===== src/rtl/fetch_stage_pkg.sv =====
// -----------------------------------------------------------------------------
// fetch_stage_pkg
// Shared constants and types for the instruction-fetch stage:
//   WORD_LEN_DEF : default width of PC, addresses and instructions
//   PC_INC       : sequential PC increment (one 32-bit instruction)
//   ZERO / ONE   : single-bit constants
//   fetch_state_e: FETCH_ST (requesting) / HOLD_ST (instruction parked in buffer)
// -----------------------------------------------------------------------------
package fetch_stage_pkg;

    localparam int WORD_LEN_DEF = 32;
    localparam int PC_INC       = 4;

    localparam logic ZERO = 1'b0;
    localparam logic ONE  = 1'b1;

    typedef enum logic {
        FETCH_ST = 1'b0,
        HOLD_ST  = 1'b1
    } fetch_state_e;

endpackage : fetch_stage_pkg


===== src/rtl/fetch_stage_if_id_reg.sv =====
// -----------------------------------------------------------------------------
// fetch_stage_if_id_reg
// IF/ID pipeline register between fetch and decode.
// Priority: flush > freeze > bubble > load.
//   clk, rst_n     : clock, async active-low reset (clears all fields)
//   i_flush        : clear valid, pc and instr (taken branch)
//   i_freeze       : hold every field (pipeline stall)
//   i_bubble       : clear valid only; pc/instr keep their last value
//   i_pc, i_instr  : PC+4 and instruction to capture when loading
//   o_valid, o_pc, o_instr : registered IF/ID contents
// -----------------------------------------------------------------------------
module fetch_stage_if_id_reg
    import fetch_stage_pkg::*;
#(
    parameter int WORD_LEN = WORD_LEN_DEF
) (
    input  logic                clk,
    input  logic                rst_n,
    input  logic                i_flush,
    input  logic                i_freeze,
    input  logic                i_bubble,
    input  logic [WORD_LEN-1:0] i_pc,
    input  logic [WORD_LEN-1:0] i_instr,
    output logic                o_valid,
    output logic [WORD_LEN-1:0] o_pc,
    output logic [WORD_LEN-1:0] o_instr
);

    logic                r_valid;
    logic [WORD_LEN-1:0] r_pc;
    logic [WORD_LEN-1:0] r_instr;

    // NOTE: sequential state uses non-blocking (<=) so every register samples
    // pre-edge values regardless of block ordering.
    always_ff @(posedge clk or negedge rst_n) begin
        if (!rst_n) begin
            r_valid <= ZERO;
            r_pc    <= '0;
            r_instr <= '0;
        end else if (i_flush) begin
            r_valid <= ZERO;
            r_pc    <= '0;
            r_instr <= '0;
        end else if (i_freeze) begin
            r_valid <= r_valid;
        end else if (i_bubble) begin
            r_valid <= ZERO;
        end else begin
            r_valid <= ONE;
            r_pc    <= i_pc;
            r_instr <= i_instr;
        end
    end

    assign o_valid = r_valid;
    assign o_pc    = r_pc;
    assign o_instr = r_instr;

endmodule : fetch_stage_if_id_reg


===== src/rtl/fetch_stage.sv =====
// -----------------------------------------------------------------------------
// fetch_stage
// Instruction-fetch stage: PC, level-sensitive instruction-memory request,
// one-entry hold buffer for instructions returned during a stall, and the
// IF/ID pipeline register (fetch_stage_if_id_reg).
//
// Optional feature macro: FETCH_STALL_CNT_EN adds the stall_count port, a
// saturating count of cycles with hazard=1 and branch_taken=0.
//
// Ports:
//   clk, rst_n     : clock (rising edge), async active-low reset
//   hazard         : stall request; freezes PC and IF/ID
//   branch_taken   : redirect to branch_addr; flushes IF/ID and hold buffer
//   branch_addr    : branch target (used unaligned as given)
//   imem_req       : fetch request (level), high in FETCH state
//   imem_addr      : fetch address (= current PC)
//   imem_ready     : imem_rdata valid; completes the request
//   imem_rdata     : fetched instruction
//   if_id_valid/if_id_pc/if_id_instr : IF/ID register (pc = PC+4)
//   stall_count    : [FETCH_STALL_CNT_EN only] saturating stall counter
// -----------------------------------------------------------------------------
module fetch_stage
    import fetch_stage_pkg::*;
#(
    parameter int                  WORD_LEN = WORD_LEN_DEF,
    parameter logic [WORD_LEN-1:0] RESET_PC = '0
) (
    input  logic                clk,
    input  logic                rst_n,
    input  logic                hazard,
    input  logic                branch_taken,
    input  logic [WORD_LEN-1:0] branch_addr,
    output logic                imem_req,
    output logic [WORD_LEN-1:0] imem_addr,
    input  logic                imem_ready,
    input  logic [WORD_LEN-1:0] imem_rdata,
    output logic                if_id_valid,
    output logic [WORD_LEN-1:0] if_id_pc,
    output logic [WORD_LEN-1:0] if_id_instr
`ifdef FETCH_STALL_CNT_EN
    ,
    output logic [31:0]         stall_count
`endif
);

    fetch_state_e        r_state;
    logic [WORD_LEN-1:0] r_pc;
    logic [WORD_LEN-1:0] r_hold_instr;
    logic [WORD_LEN-1:0] r_hold_pc4;

    logic [WORD_LEN-1:0] w_pc4;
    logic                w_freeze;
    logic                w_bubble;
    logic [WORD_LEN-1:0] w_load_pc;
    logic [WORD_LEN-1:0] w_load_instr;

    // Wraps modulo 2^WORD_LEN.
    assign w_pc4 = r_pc + WORD_LEN'(PC_INC);

    assign imem_req  = (r_state == FETCH_ST);
    assign imem_addr = r_pc;

    // IF/ID control. A flush (branch_taken) takes priority inside the register.
    // NOTE: every always_comb output gets a default first so no latch is inferred.
    always_comb begin
        w_freeze     = ZERO;
        w_bubble     = ZERO;
        w_load_pc    = w_pc4;
        w_load_instr = imem_rdata;
        if (r_state == FETCH_ST) begin
            if (hazard) begin
                w_freeze = ONE;
            end else if (!imem_ready) begin
                w_bubble = ONE;
            end
        end else begin
            if (hazard) begin
                w_freeze = ONE;
            end else begin
                w_load_pc    = r_hold_pc4;
                w_load_instr = r_hold_instr;
            end
        end
    end

    // PC, FSM and hold buffer.
    always_ff @(posedge clk or negedge rst_n) begin
        if (!rst_n) begin
            r_state      <= FETCH_ST;
            r_pc         <= RESET_PC;
            r_hold_instr <= '0;
            r_hold_pc4   <= '0;
        end else if (branch_taken) begin
            // Redirect wins over everything; any data returned now is dropped.
            r_state      <= FETCH_ST;
            r_pc         <= branch_addr;
            r_hold_instr <= '0;
            r_hold_pc4   <= '0;
        end else begin
            case (r_state)
                FETCH_ST: begin
                    if (imem_ready) begin
                        // The access completed, so advance even when stalled;
                        // the instruction is parked rather than refetched.
                        r_pc <= w_pc4;
                        if (hazard) begin
                            r_hold_instr <= imem_rdata;
                            r_hold_pc4   <= w_pc4;
                            r_state      <= HOLD_ST;
                        end
                    end
                end
                HOLD_ST: begin
                    if (!hazard) begin
                        r_state <= FETCH_ST;
                    end
                end
                default: r_state <= FETCH_ST;
            endcase
        end
    end

`ifdef FETCH_STALL_CNT_EN
    logic [31:0] r_stall_count;

    always_ff @(posedge clk or negedge rst_n) begin
        if (!rst_n) begin
            r_stall_count <= '0;
        end else if (hazard && !branch_taken && (r_stall_count != 32'hFFFF_FFFF)) begin
            r_stall_count <= r_stall_count + 32'd1;
        end
    end

    assign stall_count = r_stall_count;
`endif

    fetch_stage_if_id_reg #(
        .WORD_LEN (WORD_LEN)
    ) u_if_id_reg (
        .clk      (clk),
        .rst_n    (rst_n),
        .i_flush  (branch_taken),
        .i_freeze (w_freeze),
        .i_bubble (w_bubble),
        .i_pc     (w_load_pc),
        .i_instr  (w_load_instr),
        .o_valid  (if_id_valid),
        .o_pc     (if_id_pc),
        .o_instr  (if_id_instr)
    );

endmodule : fetch_stage


===== config.mk =====
export PLATFORM = sky130hd
export DESIGN_NAME = fetch_stage
export DESIGN_NICKNAME = d
export VERILOG_FILES = /design/src/rtl/fetch_stage_pkg.sv /design/src/rtl/fetch_stage_if_id_reg.sv /design/src/rtl/fetch_stage.sv
export SDC_FILE = /design/constraint.sdc
export NUM_CORES = 1
export LEC_CHECK = 0
export CORE_MARGIN = 2
export CORE_UTILIZATION = 40
export CTS_CLUSTER_DIAMETER = 120
export DETAILED_ROUTE_END_ITERATION = 6
export PLACE_DENSITY = 0.66
export SLEW_MARGIN = 20
export SYNTH_ARGS = -nofsm -noshare
export SYNTH_HDL_FRONTEND = slang
export SYNTH_SLANG_ARGS = --single-unit

===== constraint.sdc =====
create_clock -name clk -period 3.9 [get_ports clk]
set_input_delay 0.585 -clock clk [delete_from_list [all_inputs] [get_ports clk]]
set_output_delay 0.585 -clock clk [all_outputs]
set_load 0.02 [all_outputs]

==> results of run 1 <==
## final timing paths
path	endpoint	slack [ns]	cells after the start
max	u_if_id_reg.o_pc[14]	1.26	4
min	u_if_id_reg.o_instr[13]	0.17	1
max reg2reg	imem_addr[28]	1.55	6
max in group asynchronous	u_if_id_reg.o_instr[29]	2.88	2
min in group clk	u_if_id_reg.o_pc[3]	0.48	2
min reg2reg	u_if_id_reg.o_pc[3]	0.48	2
## report_power, final
group,switching (uW),leakage (uW),internal (uW)
logic,345,0.00183,298
clock network,716,0.000272,887
registers,110,0.00216,1780
total,1170,0.00426,2970
## kinds of logic after synthesis
group | count (synthesis)
XOR/XNOR | 57
AO/OA/AOI/OAI | 191
multiplexers | 41
AND/OR/NAND/NOR | 210
adder cells (fa/ha/maj) | 1
buffers and inverters | 55
flip-flops | 162
## cell usage in the layout (no fill, tap or decap), types with 3 or more instances in the layout
cell type                         Yosys  routed
sky130_fd_sc_hd__clkdlybuf4s50_1      0     164
sky130_fd_sc_hd__dfrtp_1            162     162
sky130_fd_sc_hd__nand2_1            117     117
sky130_fd_sc_hd__o21ai_0             73      73
sky130_fd_sc_hd__o21ai_1             48      48
sky130_fd_sc_hd__mux2i_1             36      36
sky130_fd_sc_hd__a22o_1              35      35
sky130_fd_sc_hd__xnor2_1             35      35
sky130_fd_sc_hd__xor2_1              22      22
sky130_fd_sc_hd__a22oi_1             20      20
sky130_fd_sc_hd__nor2_1              21      19
sky130_fd_sc_hd__nand3_1             17      17
sky130_fd_sc_hd__clkbuf_16            0      17
sky130_fd_sc_hd__buf_4                0      10
sky130_fd_sc_hd__nand4_1              9       9
sky130_fd_sc_hd__nor3_1               8       8
sky130_fd_sc_hd__a21oi_1              8       7
sky130_fd_sc_hd__or3_1                6       6
sky130_fd_sc_hd__mux2_2               5       5
sky130_fd_sc_hd__inv_6                0       5
sky130_fd_sc_hd__and4_1               4       4
sky130_fd_sc_hd__nor3_2               4       4
sky130_fd_sc_hd__nor4_2               4       4
sky130_fd_sc_hd__a21o_1               4       4
sky130_fd_sc_hd__nor4_1               3       3
sky130_fd_sc_hd__nor4_4               3       3
sky130_fd_sc_hd__clkinv_2             0       3
sky130_fd_sc_hd__clkinv_4             0       3
## flip-flops by register name (all words and copies together), names as in the netlist
name,cells
r_state,1
r_hold_instr,32
u_if_id_reg.o_instr,32
r_hold_pc4,32
imem_addr,32
u_if_id_reg.o_pc,32
u_if_id_reg.o_valid,1
## layout make-up
cell class	instances	area share, %
inverters	2	0.0763
well taps	229	2.91
multi-input cells	500	32.1
clock buffers	18	4.36
repair buffers	178	18.0
clock inverters	14	1.32
flip-flops and latches	162	41.2
## metal layers
metal	vias to the layer above	wire, um
met5	-	0
met4	0	322
met3	23	1440
met2	209	9060
met1	2810	9220
li1	2810	-
## worst register-to-register path: cells and delay by family (launching register included)
kind          cells  cell delay, ns
simple gates      3            1.06
fa+ha+maj         1            0.28
mux               1            0.26
flops             1            0.49
xor+xnor          1            0.17
## stage by stage
stage | worst slack (ns) | cell area, um2 | power (uW) | util (%)
2_1_floorplan | 1.85 | 7420 | 2220 | -
3_3_place_gp | 0.871 | 9280 | 2570 | 51.3
3_5_place_dp | 0.787 | 9280 | 2570 | 51.3
4_1_cts | 1.23 | 9840 | 4180 | 54.4
5_1_grt | 0.990 | 9840 | 4320 | 54.4
6_report | 1.26 | 9840 | 4140 | 54.4
==> run metrics, run 1 <==
run status finished with violations; Worst path top cell family by delay simple AND/OR/NAND/NOR gates; GR Util met1 about 28%; crit-path cells clkdlybuf4s50_1 -> nor3_1 -> nand2_1 -> o21ai_0; gate count after technology mapping 717; number of flops mapped to enable cells by yosys 0; drt first pass iters 7; maximum fanout encountered on the critical timing path 20; share of the synthesized area in the top cell type 54.7%; commonest cells in the netlist sky130_fd_sc_hd__dfrtp_1 (162), sky130_fd_sc_hd__nand2_1 (117), sky130_fd_sc_hd__o21ai_0 (73); combinational family with the most area after synthesis compound AO/OA/AOI/OAI gates; Final ANT Viol Nets 0; hold_ws approximately 0.17 ns; commonest register cell after synthesis sky130_fd_sc_hd__dfrtp_1; final std cells w/o fill 1103; count of clock tree sinks 162; area of the placeable core 0.0181 mm2; residual overflow from global routing 0; number of maximum-capacitance constraint violations 0; Lkg Pwr 0.00426 uW; main area contributors after synthesis sky130_fd_sc_hd__dfrtp_1 (55%), sky130_fd_sc_hd__nand2_1 (5.9%), sky130_fd_sc_hd__o21ai_0 (4.9%), sky130_fd_sc_hd__mux2i_1 (4.9%), sky130_fd_sc_hd__a22o_1 (4.1%); busiest grt layer met2; Synth warnings 0; most used standard cell by instance count after synthesis sky130_fd_sc_hd__dfrtp_1; antenna violations before repair 0; routed wire length per instance 18.2 um; footprint of the multi-input gates 0.00316 mm2; initial DRC count approximately 360; Final Critical Period 2.64 ns; slowest library cell on the worst path sky130_fd_sc_hd__nand2_1; Hold/Removal Path Class in -> async; pwr dens 421 mW/mm2; y dimension of the die about 140 um; Initial Utilization between 40% and 50%; max frequency 379 MHz; Total Die Area 0.0196 mm2; actual transition at the worst max-transition pin 1.01 ns; number of setup buffers added after CTS 0; biggest cell delay along the critical path 0.69 ns; cell chosen for the clock root sky130_fd_sc_hd__clkbuf_16; global-route usage over all layers a little over a fifth; largest net degree at the start of global routing 74; Yosys top cell by area sky130_fd_sc_hd__dfrtp_1; DRC viols 14; Critical Path End Type flop; setup TNS after final layout 0 ns; final estimated routing congestion in global placement roughly 0.81; synth unique cells 40; setup repair after global routing missed its margin false; sequential cell area fraction in the yosys report 54.7%; register bit count reported by yosys 162; register cell area after layout 0.00405 mm2; violations in the final reports design-rule violations; number of global-route vias before repair 6021; normalized max-slew margin around a third; cell area after synthesis 0.00742 mm2; mean cell area of the mapped netlist 10.3 um2; arrival time of data at the critical path endpoint 2.96 ns; Final Slew Violations 0; cell count after placement 1071; async set-or-reset flop fraction in the synthesized netlist 100%; xor/xnor cell area share of the yosys netlist 6.73%; count of boundary I/O pins 167; number of clock buffers inserted by TritonCTS 17; CTS tree done; startpoint types primary input; path type of the worst setup path in -> reg; DR vias/cell between 5 and 6; Post-Synth Adder-Cell Area 0.169%; met2 capacity usage during global routing 32.6%; global-route track usage on met3 under 10%; final net count 931; share of layout cells above drive strength 1 7.89%; post-route clock skew 0.0145 ns; HPWL reported at the end of detailed placement between 10000 and 15000 um; peak ir drop on the vdd network 0.000296 V; crit share post-route between 60% and 70%; critical path required time 4.22 ns; fraction of the mapped netlist area in simple logic gates 14.1%; multiplexer area fraction after synthesis 5.62%; net count after synthesis 787; Placement Rows 49; number of fill cells 1613; startpoint of the lowest-slack register-to-register path imem_addr[2]; final wirelength 20000 um; fraction of the mapped netlist area in compound gates roughly 16%; global-route wire length before repair 32300 um; via count of the routed design 5852; worst setup path startpoint hazard; final count of negative-setup-slack endpoints 0; number of levels the H-tree was split into 4; clock slew seen by the registers of the worst setup and hold paths 0.06 ns; die width 140 um; CTS Buffer Depth 2; later-pin clock latency in the skew report 0.43 ns; quantity of hold-fixing buffers added after cts 0; number of inserted diodes 0; worst path bufs/invs 1; CTS-repair resized insts 0; Hold Vio Cnt, Final 0; Area growth syn-to-layout 32.7%; # port buffers ~170
Power figures use the tool's default switching activity.
==> run 2, diff against run 1 <==
PLACE_DENSITY = 0.68   (was 0.66)
clock period = 2.4 ns   (was 3.9 ns; I/O delays follow)
==> run 2 against run 1 <==
Highest routed layer unchanged. Clock power up 82%. The flow still finishes with violations (design-rule violations). Sequential share of layout area down 1.1 points. Combinational power up 74%. Largest cell class unchanged.
==> run metrics, run 2 (same netlist as run 1, synthesis figures left out) <==
run status finished with violations; violations in the final reports design-rule violations; Critical Path End Type primary output; number of clock buffers inserted by TritonCTS 17; number of levels the H-tree was split into 4; share of layout cells above drive strength 1 9.94%; maximum fanout encountered on the critical timing path 10; HPWL reported at the end of detailed placement 13400 um; # port buffers 166; startpoint types flop; worst setup path startpoint imem_addr[9]; number of fill cells 1589; arrival time of data at the critical path endpoint 1.72 ns; actual transition at the worst max-transition pin 0.519 ns; drt first pass iters 7; count of cells along the worst register-to-register path 7; Hold Vio Cnt, Final 0; final wirelength approximately 20000 um; Final Critical Period 2.08 ns; count of boundary I/O pins roughly 170; final design utilization 55.9%; Final ANT Viol Nets 0; CTS tree done; clock slew seen by the registers of the worst setup and hold paths 0.07 ns; Placement Rows 49; global-route usage over all layers 20.8%; CTS Buffer Depth 2; end of the critical path imem_addr[9]; number of global-route vias before repair 5868; normalized max-slew margin 65.4%; DR vias/cell 5.32; internal reg-to-reg setup slack 0.35 ns; final net count about 950; Lkg Pwr 0.00442 uW; Area growth syn-to-layout 36.3%; CTS-repair resized insts 0; via count of the routed design 5981; biggest cell delay along the critical path 0.72 ns; Crit. path cell count 1; crit-path cells clkdlybuf4s50_1; path type of the worst setup path reg -> out; slowest library cell on the worst path sky130_fd_sc_hd__clkdlybuf4s50_1; startpoint of the lowest-slack register-to-register path imem_addr[3]; antenna violations before repair 1; crit share post-route 86.6%; Initial Utilization between 40% and 50%; number of setup buffers added after CTS 0; largest net degree at the start of global routing 55; worst path bufs/invs 1; routed wire length per instance 17.8 um; final estimated routing congestion in global placement between 0.8 and 0.9; DRC viols 14; quantity of hold-fixing buffers added after cts 1; post-route clock skew roughly 0.008 ns; residual overflow from global routing 0; y dimension of the die 140 um; final count of negative-setup-slack endpoints 0; Min-Delay Startpoint branch_taken; setup TNS after final layout 0 ns; pwr dens 700 mW/mm2; Worst path top cell family by delay buffers and inverters; cell chosen for the clock root sky130_fd_sc_hd__clkbuf_16; Final Slew Violations 0; FF-to-FF End imem_addr[30]; max frequency 481 MHz; global-route wire length before repair between 30000 and 40000 um; initial DRC count 407; leading cell type in the layout, fill and taps excluded sky130_fd_sc_hd__clkdlybuf4s50_1; peak ir drop on the vdd network 0.000484 V; die width 140 um; Total Die Area 0.0196 mm2; area of the placeable core 0.0181 mm2; Hold/Removal Path Class in -> reg; critical path required time just over 2 ns; setup repair after global routing missed its margin false; commonest non-fill, non-tap cells in the layout sky130_fd_sc_hd__clkdlybuf4s50_1 (164), sky130_fd_sc_hd__dfrtp_1 (162), sky130_fd_sc_hd__nand2_1 (117); number of maximum-capacitance constraint violations 0; count of clock tree sinks 162; later-pin clock latency in the skew report 0.42 ns
[run 2: final cells by class]
cell class | instances | area, um2 | share of cell area (%)
sequential | 162 | 4050 | 40.1
timing repair buffer | 199 | 1970 | 19.5
tap | 229 | 287 | 2.83
antenna | 1 | 2.50 | 0.0248
inverter | 2 | 7.51 | 0.0743
clock inverter | 14 | 203 | 2.01
multi-input combinational | 500 | 3160 | 31.2
clock buffer | 18 | 429 | 4.25
[run 2: report_power, final]
part	leakage, uW	internal, uW	switching [uW]
Clock	0.000311	1760	1140
Combinational	0.00195	520	597
Sequential	0.00216	2900	153
Total	0.00442	5180	1890
[run 2: how the worst min path moves through the flow]
stage / to / cells after the start
2_1_floorplan: imem_addr[0] / 0
3_3_place_gp: u_if_id_reg.o_instr[15] / 1
3_5_place_dp: u_if_id_reg.o_instr[15] / 1
4_1_cts: imem_addr[7] / 3
5_1_grt: imem_addr[5] / 3
6_report: imem_addr[5] / 3
[run 2: stage by stage]
step	instances	total power [uW]	area (um2)	hold slack, ns	worst slack (ns)
after CTS	1124	7140	10100	0.425	0.305
after floorplan	717	3600	7420	0.0644	0.347
after global routing	1125	7360	10100	0.460	0.186
final	1125	7070	10100	0.440	0.321
after detailed placement	1091	4220	9460	0.352	0.354
after global placement	1091	4210	9460	0.355	0.380
[run 2: per-layer routing]
| metal | global-route usage [%] | part of all wire (%) | wire length (um) |
|---|---|---|---|
| met3 | 4.72 | 6.3 | 1270 |
| met4 | 7.23 | 1.5 | 296 |
| met5 | 0 | 0 | 0 |
| met2 | 32.1 | 46 | 9220 |
| met1 | 29.1 | 46 | 9270 |
